--- src/rtl/apb_master_bridge.sv ---
`default_nettype none
// ---------------------------------------------------------------------------
// apb_master_bridge : APB master with slave decode, wait-state timeout, B2B.
// Revision: 1.0
// ---------------------------------------------------------------------------
module apb_master_bridge #(
  parameter int ADDR_W  = 8,
  parameter int DATA_W  = 8,
  parameter int SEL_W   = 2,
  parameter int NUM_SLV = 3,
  parameter int TIMEOUT = 16
) (
  input  logic                      pclk,
  input  logic                      preset,
  input  logic                      transfer,
  input  logic                      mpwrite,
  input  logic [ADDR_W-1:0]         apb_write_paddr,
  input  logic [DATA_W-1:0]         apb_write_data,
  input  logic [ADDR_W-1:0]         apb_read_paddr,
  input  logic [NUM_SLV*DATA_W-1:0] prdata,
  input  logic [NUM_SLV-1:0]        pready,
  input  logic [NUM_SLV-1:0]        pslverr,
  output logic [NUM_SLV-1:0]        psel,
  output logic                      penable,
  output logic [ADDR_W-1:0]         paddr,
  output logic                      pwrite,
  output logic [DATA_W-1:0]         pwdata,
  output logic [DATA_W-1:0]         apb_read_data_out,
  output logic                      done,
  output logic                      err,
  output logic                      busy
);

  localparam logic [SEL_W:0] NUM_SLV_C = NUM_SLV[SEL_W:0];
  localparam logic [7:0]     TIMEOUT_C = TIMEOUT[7:0];

  typedef enum logic [1:0] {
    IDLE   = 2'd0,
    SETUP  = 2'd1,
    ACCESS = 2'd2
  } state_t;

  state_t              state_q, state_d;
  logic [NUM_SLV-1:0]  psel_q, psel_d;
  logic                penable_q, penable_d;
  logic [ADDR_W-1:0]   paddr_q, paddr_d;
  logic                pwrite_q, pwrite_d;
  logic [DATA_W-1:0]   pwdata_q, pwdata_d;
  logic [DATA_W-1:0]   rdata_q, rdata_d;
  logic                done_q, done_d;
  logic                err_q, err_d;
  logic [7:0]          cnt_q, cnt_d;

  logic [ADDR_W-1:0]   w_new_addr;
  logic [SEL_W:0]      w_new_idx;
  logic [SEL_W:0]      w_cur_idx;
  logic                w_cur_valid;
  logic [NUM_SLV-1:0]  w_new_psel;
  logic                w_sel_rdy;
  logic                w_sel_err;
  logic [DATA_W-1:0]   w_sel_rdata;
  logic                w_accept;

  assign w_new_addr  = mpwrite ? apb_write_paddr : apb_read_paddr;
  assign w_new_idx   = {1'b0, w_new_addr[ADDR_W-1 -: SEL_W]};
  assign w_cur_idx   = {1'b0, paddr_q[ADDR_W-1 -: SEL_W]};
  assign w_cur_valid = (w_cur_idx < NUM_SLV_C);

  // Out-of-range indices match no slave, so psel stays zero and rdy/err read as 0.
  always_comb begin
    w_sel_rdy   = 1'b0;
    w_sel_err   = 1'b0;
    w_sel_rdata = '0;
    w_new_psel  = '0;
    for (int i = 0; i < NUM_SLV; i++) begin
      if (w_cur_idx == i[SEL_W:0]) begin
        w_sel_rdy   = pready[i];
        w_sel_err   = pslverr[i];
        w_sel_rdata = prdata[i*DATA_W +: DATA_W];
      end
      w_new_psel[i] = (w_new_idx == i[SEL_W:0]);
    end
  end

  always_comb begin
    state_d   = state_q;
    psel_d    = psel_q;
    penable_d = penable_q;
    paddr_d   = paddr_q;
    pwrite_d  = pwrite_q;
    pwdata_d  = pwdata_q;
    rdata_d   = rdata_q;
    done_d    = 1'b0;
    err_d     = 1'b0;
    cnt_d     = cnt_q;
    w_accept  = 1'b0;

    case (state_q)
      IDLE: begin
        psel_d    = '0;
        penable_d = 1'b0;
        w_accept  = transfer;
      end
      SETUP: begin
        if (!w_cur_valid) begin
          done_d  = 1'b1;
          err_d   = 1'b1;
          psel_d  = '0;
          state_d = IDLE;
        end else begin
          penable_d = 1'b1;
          cnt_d     = 8'd0;
          state_d   = ACCESS;
        end
      end
      ACCESS: begin
        if (w_sel_rdy) begin
          done_d = 1'b1;
          err_d  = w_sel_err;
          if (!pwrite_q && !w_sel_err) begin
            rdata_d = w_sel_rdata;
          end
          w_accept  = transfer;
          psel_d    = '0;
          penable_d = 1'b0;
          state_d   = IDLE;
        end else if (cnt_q + 8'd1 == TIMEOUT_C) begin
          // Timeout abort: no back-to-back acceptance in this cycle.
          done_d    = 1'b1;
          err_d     = 1'b1;
          psel_d    = '0;
          penable_d = 1'b0;
          cnt_d     = 8'd0;
          state_d   = IDLE;
        end else begin
          cnt_d = cnt_q + 8'd1;
        end
      end
      default: begin
        psel_d    = '0;
        penable_d = 1'b0;
        state_d   = IDLE;
      end
    endcase

    if (w_accept) begin
      state_d   = SETUP;
      pwrite_d  = mpwrite;
      paddr_d   = w_new_addr;
      psel_d    = w_new_psel;
      penable_d = 1'b0;
      if (mpwrite) begin
        pwdata_d = apb_write_data;
      end
    end
  end

  always_ff @(posedge pclk) begin
    if (!preset) begin
      state_q   <= IDLE;
      psel_q    <= '0;
      penable_q <= 1'b0;
      paddr_q   <= '0;
      pwrite_q  <= 1'b0;
      pwdata_q  <= '0;
      rdata_q   <= '0;
      done_q    <= 1'b0;
      err_q     <= 1'b0;
      cnt_q     <= 8'd0;
    end else begin
      state_q   <= state_d;
      psel_q    <= psel_d;
      penable_q <= penable_d;
      paddr_q   <= paddr_d;
      pwrite_q  <= pwrite_d;
      pwdata_q  <= pwdata_d;
      rdata_q   <= rdata_d;
      done_q    <= done_d;
      err_q     <= err_d;
      cnt_q     <= cnt_d;
    end
  end

  assign psel              = psel_q;
  assign penable           = penable_q;
  assign paddr             = paddr_q;
  assign pwrite            = pwrite_q;
  assign pwdata            = pwdata_q;
  assign apb_read_data_out = rdata_q;
  assign done              = done_q;
  assign err               = err_q;
  assign busy              = (state_q != IDLE);

endmodule
`default_nettype wire
--- config.mk ---
export PLATFORM = sky130hd
export DESIGN_NAME = apb_master_bridge
export DESIGN_NICKNAME = d
export VERILOG_FILES = /design/src/rtl/apb_master_bridge.sv
export SDC_FILE = /design/constraint.sdc
export NUM_CORES = 1
export LEC_CHECK = 0
export ABC_AREA = 0
export CAP_MARGIN = 5
export CORE_UTILIZATION = 43
export CTS_CLUSTER_SIZE = 14
export DETAILED_ROUTE_END_ITERATION = 10
export GPL_TIMING_DRIVEN = 0
export PLACE_DENSITY = 0.87
export SLEW_MARGIN = 0
export SYNTH_ARGS = -nofsm -noshare
export SYNTH_HDL_FRONTEND = slang
export SYNTH_SLANG_ARGS = --single-unit
export TNS_END_PERCENT = 1
--- constraint.sdc ---
create_clock -name pclk -period 2.74 [get_ports pclk]
set_clock_uncertainty 0.2 [all_clocks]
set_input_delay 0.411 -clock pclk [delete_from_list [all_inputs] [get_ports pclk]]
set_output_delay 0.411 -clock pclk [all_outputs]
set_load 0.02 [all_outputs]
==> flow_metrics.env, run 1 <==
export IMPL_total_power_w=0.00144
export IMPL_fmax_mhz=425
export IMPL_clk_latency_ns=0.30
export IMPL_dr_first_iter_drc_count=128
export IMPL_post_dp_hpwl_mm=4.52
export IMPL_synthArstFlopShare_pct=0
export IMPL_cap_viol_max_count=0
export IMPL_die_h_um=73.0
export IMPL_htree_levels=2
export IMPL_tns_ns=0
export IMPL_multi_input_area_mm2=0.00121
export IMPL_tightest_slew_ns=0.591
export IMPL_cp_slowest_cell="clkdlybuf4s50_1"
export IMPL_vdd_ir_drop_max_mv=0.281
export IMPL_antenna_found_initial=0
export IMPL_clockBufferDepth=2
export IMPL_cp_required_ns=2.13
export IMPL_diodes=0
export IMPL_grt_overflow=0
export IMPL_drc_errors=0
export IMPL_synth_edf_count=0
export IMPL_synth_top_flop_cell="dfxtp_1"
export IMPL_syn_avg_cell_area_um2=8.40
export IMPL_io_buffers=87
export IMPL_gp_congestion=0.806
export IMPL_hold_viol_final=0
export IMPL_crit_family="buffers and inverters"
export IMPL_path_cells="inv_1 -> ha_1 -> inv_1 -> clkdlybuf4s50_1"
export IMPL_fin_util_pct=67.4
export IMPL_yosysMostFrequentCell="nand2_1"
export IMPL_grt_pass1_wl_mm=9.38
export IMPL_nNetsFinal=414
export IMPL_cp_slowest_stage_delay_ns=0.62
export IMPL_rows=25
export IMPL_outcome="finished, final reports clean"
export IMPL_setup_viol=0
export IMPL_drive_gt1_share_pct=7.93
export IMPL_cp_end_kind="primary output"
export IMPL_num_fill_cells=403
export IMPL_ys_seq_area_share_pct=37.9
export IMPL_synth_top_area_cell="dfxtp_1"
export IMPL_synth_commonest_cells="nand2_1 (55), dfxtp_1 (41), o21ai_0 (26)"
export IMPL_final_seq_area_um2=821
export IMPL_crit_type="register to primary output"
export IMPL_via_count=2205
export IMPL_die_width_um=73.0
export IMPL_post_cts_setup_buffer_count=0
export IMPL_firstDrtPassIters=4
export IMPL_cts_resized=0
export IMPL_cp_num_buf_inv=3
export IMPL_syn_num_nets=320
export IMPL_synth_top_area_share_pct=37.9
export IMPL_post_route_period_util_pct=85.8
export IMPL_arrival_ns=1.74
export IMPL_cts_made_buffers=5
export IMPL_start_util_pct=45.3
export IMPL_synthCells=258
export IMPL_routed_wl_mm=5.99
export IMPL_power_density_mw_per_mm2=448
export IMPL_finalCriticalPeriod_ns=2.35
export IMPL_area_growth_pct=48.7
export IMPL_cts_root_buffer="clkbuf_8"
export IMPL_wl_per_cell_um=14.3
export IMPL_drtAntennaViolNets=0
export IMPL_hold_path_class="register to register"
export IMPL_synth_seq_cells=41
export IMPL_power_leakage_nw=1.26
export IMPL_rsz0062_at_grt="false"
export IMPL_max_slew_margin_rel_pct=60.6
export IMPL_core_area_mm2=0.00479
export IMPL_clock_sinks=41
export IMPL_die_area_mm2=0.00533
export IMPL_crit_fanout=4
export IMPL_vias_per_cell=5.25
export IMPL_path_clk_slew_ns=0.08
export IMPL_postCtsHoldBufs=0
export IMPL_syn_cell_area_mm2=0.00217
export IMPL_grt_max_degree=13
export IMPL_cp_common_cell="inv_1"
export IMPL_synth_warnings=0
export IMPL_synth_cell_types=41
export IMPL_slew_violations=0
export IMPL_grt_usage_pct=23.1
export IMPL_cts_tree="built"
export IMPL_ios=90
export IMPL_grt_pass1_vias=2059
export IMPL_startpoint_type="register"
export IMPL_synth_area_top_cells="dfxtp_1 (38%), nand2_1 (9.5%), mux2i_1 (7.8%)"
area by class of cell:
| cell class | count | share of cell area, % |
|---|---|---|
| clock buffers | 7 | 2.99 |
| plain buffers | 19 | 3.45 |
| inverters | 6 | 0.698 |
| well taps | 67 | 2.60 |
| flip-flops and latches | 41 | 25.5 |
| repair buffers | 87 | 27.0 |
| clock inverters | 1 | 0.155 |
| multi-input cells | 192 | 37.6 |
cell usage in the layout (no fill, tap or decap), types with 3 or more instances in the layout:
master | synthesis | routed
clkdlybuf4s50_1 | 0 | 87
nand2_1 | 55 | 55
dfxtp_1 | 41 | 41
o21ai_0 | 26 | 26
nand3_1 | 21 | 21
mux2i_1 | 17 | 17
o211a_1 | 9 | 9
o21ai_1 | 8 | 8
clkbuf_1 | 7 | 7
clkbuf_8 | 0 | 7
inv_1 | 6 | 6
buf_2 | 5 | 5
o21a_1 | 5 | 5
and3_1 | 4 | 4
nor3_1 | 4 | 4
ha_1 | 4 | 4
buf_6 | 3 | 3
a21oi_1 | 3 | 3
o22ai_1 | 3 | 3
nand4b_1 | 3 | 3
buf_1 | 3 | 3
o31ai_1 | 3 | 3
stage by stage:
stage	instances	area, µm²	hold slack (ns)	worst slack, ns
after floorplan	258	2170	0.248	0.782
after global placement	412	3120	0.245	0.332
after detailed placement	412	3120	0.248	0.305
after CTS	420	3220	0.259	0.384
after global routing	420	3220	0.284	0.306
final	420	3220	0.259	0.388
path summary, 6_finish.rpt:
path,cells past startpoint,slack (ns),from,end
max,4,0.39,state_q[0],busy
min,2,0.26,pwdata[0],pwdata[0]
max reg2reg,9,0.44,state_q[0],pwdata[5]
min reg2reg,2,0.26,pwdata[0],pwdata[0]
routing by layer:
metal | up-vias | part of all wire [%] | GRT usage, %
met5 | - | 0 | 0
met3 | 13 | 6.8 | 7.46
li1 | 1101 | - | -
met2 | 73 | 50 | 39.5
met4 | 0 | 2.2 | 10.5
met1 | 1018 | 41 | 26.2
worst register-to-register path: stages, from the launching register on:
cell and delay, ns:
dfxtp_1 0.34, inv_1 0.09, ha_1 0.15, buf_2 0.20, inv_1 0.17, o311ai_4 0.35
nand3_2 0.23, buf_2 0.28, nand3_1 0.11, o21ai_1 0.08
flip-flops by register name, indices dropped and copies added (netlist names):
register / flops
cnt_q: 8
paddr: 8
psel: 3
apb_read_data_out: 8
err: 1
penable: 1
done: 1
pwdata: 8
pwrite: 1
state_q: 2
power by group:
part	internal [W]	switching, W
combinational	0.000193	0.000179
clock	0.000228	0.000211
sequential	0.000620	0.0000137
total	0.00104	0.000404
logic make-up after synthesis:
logic type                 synth area share [%]
and+or+nand+nor                            22.1
AOI/OAI and AO/OA                          21.6
DFF                                        37.9
buffers and inverters                      6.17
muxes                                      9.92
adders and majority gates                  2.31
(Power assumes the default switching activity.)
==> inputs of run 2 (changes only) <==
--- a/config.mk
+++ b/config.mk
@@ -7,6 +7,7 @@
 export LEC_CHECK = 0
 export ABC_AREA = 0
 export CAP_MARGIN = 5
+export CORE_MARGIN = 4
 export CORE_UTILIZATION = 43
 export CTS_CLUSTER_SIZE = 14
 export DETAILED_ROUTE_END_ITERATION = 10
@@ -16,4 +17,4 @@
 export SYNTH_ARGS = -nofsm -noshare
 export SYNTH_HDL_FRONTEND = slang
 export SYNTH_SLANG_ARGS = --single-unit
-export TNS_END_PERCENT = 1
+export TNS_END_PERCENT = 100
==> run 2 against run 1 <==
Core utilization is 0.13 points lower; clock-buffer cell count is the same; critical path depth stayed put; sequential power hardly changed; sequential share of layout area down 0.12 points; cell count unchanged; register-to-register slack improved by 0.02 ns; hold slack improved by 0.0011 ns; first-iteration DRC count is 8.6% higher; non-clock buffer count unchanged; critical path type unchanged.
==> flow_metrics.env, run 2 (synthesized netlist as in run 1, its figures left out) <==
export IMPL_post_route_period_util_pct=84.9
export IMPL_io_buffers=87
export IMPL_setup_viol=0
export IMPL_cp_end_kind="primary output"
export IMPL_dr_first_iter_drc_count=139
export IMPL_die_area_mm2=0.00624
export IMPL_wl_per_cell_um=14.5
export IMPL_fmax_mhz=430
export IMPL_placed_cells=412
export IMPL_die_width_um=79.0
export IMPL_routed_wl_mm=6.08
export IMPL_worstRegToRegCells=9
export IMPL_post_dp_hpwl_mm=4.68
export IMPL_ios=90
export IMPL_grt_pass1_wl_mm=9.50
export IMPL_place_ws_ns=0.301
export IMPL_via_count=2157
export IMPL_grt_usage_pct=19.3
export IMPL_nNetsFinal=414
export IMPL_fin_cells=420
export IMPL_critPathLaunch="state_q[1]"
export IMPL_area_growth_pct=49.4
export IMPL_fin_util_pct=67.2
export IMPL_diodes=0
export IMPL_grt_pass1_vias=2101
export IMPL_hold_path_class="register to register"
export IMPL_antenna_found_initial=0
export IMPL_clk_latency_ns=0.29
export IMPL_final_cell_mix="clkdlybuf4s50_1 (87), nand2_1 (55), dfxtp_1 (41)"
export IMPL_clockBufferDepth=2
export IMPL_hold_viol_final=0
export IMPL_worstSetupEndpoint="busy"
export IMPL_post_cts_setup_buffer_count=0
export IMPL_start_util_pct=45.0
export IMPL_firstDrtPassIters=4
export IMPL_num_fill_cells=410
export IMPL_core_area_mm2=0.00482
export IMPL_reg2reg_to="pwdata[6]"
export IMPL_rows=25
export IMPL_gp_congestion=0.847
export IMPL_outcome="finished, final reports clean"
export IMPL_r2r_start="state_q[0]"
export IMPL_clock_sinks=41
export IMPL_drc_errors=0
export IMPL_layout_commonest_cell="clkdlybuf4s50_1"
export IMPL_rsz0062_at_grt="false"
export IMPL_cts_made_buffers=5
export IMPL_cp_required_ns=2.13
export IMPL_vdd_ir_drop_max_mv=0.269
export IMPL_postCtsHoldBufs=0
export IMPL_power_density_mw_per_mm2=464
export IMPL_htree_levels=2
export IMPL_crit_fanout=4
export IMPL_cts_tree="built"
export IMPL_vias_per_cell=5.14
export IMPL_rrSetupSlack_ns=0.46
export IMPL_drive_gt1_share_pct=7.65
export IMPL_timing_hold_ws_ns=0.260
export IMPL_path_clk_slew_ns=0.08
export IMPL_finalCriticalPeriod_ns=2.33
export IMPL_power_leakage_nw=1.26
export IMPL_startpoint_type="register"
export IMPL_grt_overflow=0
export IMPL_crit_type="register to primary output"
export IMPL_cap_viol_max_count=0
export IMPL_tns_ns=0
export IMPL_grt_max_degree=13
export IMPL_tightest_slew_ns=0.602
export IMPL_cts_resized=0
export IMPL_fin_ws_ns=0.413
export IMPL_die_h_um=79.0
export IMPL_cts_root_buffer="clkbuf_8"
export IMPL_max_slew_margin_rel_pct=59.8
export IMPL_drtAntennaViolNets=0
export IMPL_slew_violations=0
export IMPL_arrival_ns=1.72
==> run 2: cell types whose count changed in the layout (fill, tap and decap cells not counted), sizes merged <==
cell | before | now
bufinv | 0 | 1
clkinv | 1 | 0
==> run 2: how the worst min path moves through the flow <==
stage / from / endpoint / slack (ns) / depth (start not counted)
4_1_cts: pwdata[5] / pwdata[5] / 0.26 / 2
3_5_place_dp: pwdata[0] / pwdata[0] / 0.25 / 2
5_1_grt: psel[1] / psel[1] / 0.28 / 2
3_3_place_gp: pwdata[4] / pwdata[4] / 0.25 / 2
2_1_floorplan: cnt_q[0] / cnt_q[0] / 0.25 / 1
6_report: pwdata[5] / pwdata[5] / 0.26 / 2
==> run 2: worst max-delay path, stage by stage (launching register included) <==
cell             delay [ns]
dfxtp_1                0.37
inv_1                  0.07
ha_1                   0.22
inv_1                  0.13
clkdlybuf4s50_1        0.62
==> run 2: cell type report <==
class | count | area, µm² | area share [%]
timing repair buffer | 87 | 871 | 26.9
clock inverter | 1 | 30.0 | 0.927
inverter | 6 | 22.5 | 0.695
buffer | 19 | 111 | 3.44
multi-input combinational | 192 | 1210 | 37.5
sequential | 41 | 821 | 25.3
clock buffer | 7 | 86.3 | 2.67
tap | 67 | 83.8 | 2.59
==> run 2: through the flow <==
stage | total power (W) | area, µm²
finish | 0.00150 | 3240
global route | 0.00157 | 3240
CTS | 0.00151 | 3240
detailed placement | 0.00101 | 3120
global placement | 0.00101 | 3120
floorplan | 0.000847 | 2170
==> run 2: metal layers <==
| layer | GRT usage, % | up-vias | wire [µm] |
|---|---|---|---|
| met5 | 0 | - | 0 |
| met4 | 8.08 | 0 | 99 |
| met3 | 5.90 | 8 | 444 |
| met2 | 33.6 | 66 | 3100 |
| met1 | 21.7 | 978 | 2440 |
| li1 | - | 1105 | - |
==> run 2: power by group <==
part / switching (W) / internal [W] / total [W]
Sequential: 0.0000126 / 0.000620 / 0.000633
Combinational: 0.000177 / 0.000192 / 0.000370
Clock: 0.000205 / 0.000297 / 0.000502
Total: 0.000395 / 0.00111 / 0.00150
==> inputs of run 3 (changes only) <==
--- a/config.mk
+++ b/config.mk
@@ -8,11 +8,11 @@
 export ABC_AREA = 0
 export CAP_MARGIN = 5
 export CORE_MARGIN = 4
-export CORE_UTILIZATION = 43
+export CORE_UTILIZATION = 39
 export CTS_CLUSTER_SIZE = 14
 export DETAILED_ROUTE_END_ITERATION = 10
 export GPL_TIMING_DRIVEN = 0
-export PLACE_DENSITY = 0.87
+export PLACE_DENSITY = 0.84
 export SLEW_MARGIN = 0
 export SYNTH_ARGS = -nofsm -noshare
 export SYNTH_HDL_FRONTEND = slang
==> constraint.sdc (replaced) <==
create_clock -name pclk -period 2 [get_ports pclk]
set_clock_uncertainty 0.2 [all_clocks]
set_input_delay 0.3 -clock pclk [delete_from_list [all_inputs] [get_ports pclk]]
set_output_delay 0.3 -clock pclk [all_outputs]
set_load 0.02 [all_outputs]
==> run 3 against run 2 <==
Sequential power rose by 37%; combinational power up 54%; critical path depth stayed put; via count grew 6.8%; global-route usage is 0.16 points higher; die area grew 9.2%; largest cell class unchanged.
==> flow_metrics.env, run 3 (synthesized netlist as in run 1, its figures left out) <==
export IMPL_vias_per_cell=5.33
export IMPL_grt_overflow=0
export IMPL_hold_depth=2
export IMPL_slew_violations=0
export IMPL_postCtsHoldBufs=0
export IMPL_outcome="finished, final reports clean"
export IMPL_num_fill_cells=420
export IMPL_power_leakage_nw=1.33
export IMPL_cp_num_buf_inv=3
export IMPL_fmax_mhz=519
export IMPL_dpl_cell_area_mm2=0.00313
export IMPL_drc_errors=0
export IMPL_setup_viol=0
export IMPL_start_util_pct=41.4
export IMPL_fin_cells=432
export IMPL_cts_tree="built"
export IMPL_cts_made_buffers=5
export IMPL_cp_common_cell="inv_1"
export IMPL_ios=90
export IMPL_area_growth_pct=58.3
export IMPL_cp_required_ns=1.50
export IMPL_drive_gt1_share_pct=13.5
export IMPL_tightest_slew_ns=0.789
export IMPL_finalCriticalPeriod_ns=1.93
export IMPL_final_area_mm2=0.00343
export IMPL_die_h_um=82.6
export IMPL_clockBufferDepth=2
export IMPL_post_route_period_util_pct=96.4
export IMPL_firstDrtPassIters=4
export IMPL_power_density_mw_per_mm2=610
export IMPL_clock_sinks=41
export IMPL_path_clk_slew_ns=0.08
export IMPL_fin_ws_ns=0.0715
export IMPL_gp_congestion=0.822
export IMPL_die_area_mm2=0.00682
export IMPL_arrival_ns=1.43
export IMPL_cts_root_buffer="clkbuf_8"
export IMPL_cp_slowest_stage_delay_ns=0.38
export IMPL_diodes=0
export IMPL_multi_input_area_mm2=0.00132
export IMPL_htree_levels=2
export IMPL_rows=26
export IMPL_final_cell_mix="clkdlybuf4s50_1 (86), nand2_1 (55), dfxtp_1 (39)"
export IMPL_clk_latency_ns=0.29
export IMPL_cp_slowest_cell="dfxtp_2"
export IMPL_hold_end="pwdata[5]"
export IMPL_crit_type="register to primary output"
export IMPL_antenna_found_initial=0
export IMPL_rrSetupSlack_ns=0.08
export IMPL_crit_fanout=4
export IMPL_io_buffers=87
export IMPL_startpoint_type="register"
export IMPL_grt_pass1_wl_mm=10.1
export IMPL_placed_cells=415
export IMPL_crit_family="buffers and inverters"
export IMPL_path_cells="inv_1 -> ha_1 -> inv_1 -> clkdlybuf4s15_1"
export IMPL_grt_max_degree=13
export IMPL_grt_usage_pct=19.4
export IMPL_drtAntennaViolNets=0
export IMPL_max_slew_margin_rel_pct=47.4
export IMPL_wl_per_cell_um=15.7
export IMPL_total_power_w=0.00209
export IMPL_grt_pass1_vias=2219
export IMPL_post_dp_hpwl_mm=4.79
export IMPL_hold_path_class="register to register"
export IMPL_cp_end_kind="primary output"
export IMPL_dr_first_iter_drc_count=94
export IMPL_via_count=2303
export IMPL_routed_wl_mm=6.78
export IMPL_r2r_start="paddr[6]"
export IMPL_die_width_um=82.6
export IMPL_core_area_mm2=0.00524
export IMPL_vdd_ir_drop_max_mv=0.326
export IMPL_layout_commonest_cell="clkdlybuf4s50_1"
export IMPL_place_ws_ns=-0.444
export IMPL_cap_viol_max_count=0
export IMPL_hold_viol_final=0
export IMPL_final_seq_area_um2=823
export IMPL_worstRegToRegCells=7
export IMPL_hold_path_startpoint="pwdata[5]"
export IMPL_reg2reg_to="paddr[4]"
export IMPL_nNetsFinal=424
run 3: changes by cell type in the layout (fill, tap and decap cells not counted), sizes merged:
cell / before / now
clkdlybuf4s50: 87 / 86
clkbuf: 14 / 12
clkdlybuf4s15: 0 / 1
buf: 12 / 21
clkinv: 0 / 1
nand3: 22 / 23
run 3: worst max path at each step:
stage	from	to	slack (ns)	cells after the start
5_1_grt	cnt_q[0]	err	-0.03	6
6_report	state_q[1]	busy	0.07	4
3_5_place_dp	pready[0]	apb_read_data_out[6]	-0.44	7
3_3_place_gp	pready[0]	apb_read_data_out[6]	-0.43	7
2_1_floorplan	state_q[0]	paddr[6]	0.04	10
4_1_cts	state_q[1]	cnt_q[6]	0.002	7
run 3: where the power goes:
part | switching (W) | leakage, nW | internal [W]
registers | 0.0000185 | 0.334 | 0.000850
logic | 0.000274 | 0.941 | 0.000295
clock network | 0.000293 | 0.0540 | 0.000363
run 3: per-layer routing:
layer | global-route usage (%) | vias to the layer above | part of all wire (%)
li1 | - | 1125 | -
met1 | 21.5 | 1076 | 38
met2 | 34.1 | 90 | 52
met3 | 6.62 | 12 | 8.0
met4 | 7.35 | 0 | 1.6
met5 | 0 | - | 0
run 3: through the flow:
| step | TNS (ns) | util (%) | hold WS (ns) |
|---|---|---|---|
| after floorplan | 0 | - | 0.233 |
| after global placement | -6.24 | 59.7 | 0.243 |
| after detailed placement | -7.09 | 59.7 | 0.253 |
| after CTS | 0 | 62.4 | 0.263 |
| after global routing | -0.0725 | 65.6 | 0.280 |
| final | 0 | 65.6 | 0.260 |
run 3: cell type report:
cell class              count  share of cell area, %
clock buffers               5                   2.00
flip-flops and latches     41                   24.0
plain buffers              18                   3.32
multi-input cells         193                   38.4
repair buffers             97                   28.0
well taps                  70                   2.55
inverters                   6                  0.802
clock inverters             2                   1.02
run 3: timing repair:
item,4_1_cts,5_1_grt
pin swaps,2,5
gates resized for setup,9,20
cloned,0,2
endpoints found under the setup margin,30,37
setup buffers,1,8
run 3: worst min-delay path, delay by kind of cell, from the launching register on:
kind             cells  cell delay [ns]
AO/OA/AOI/OAI        1             0.05
AND/OR/NAND/NOR      1             0.06
flip-flops           1             0.31
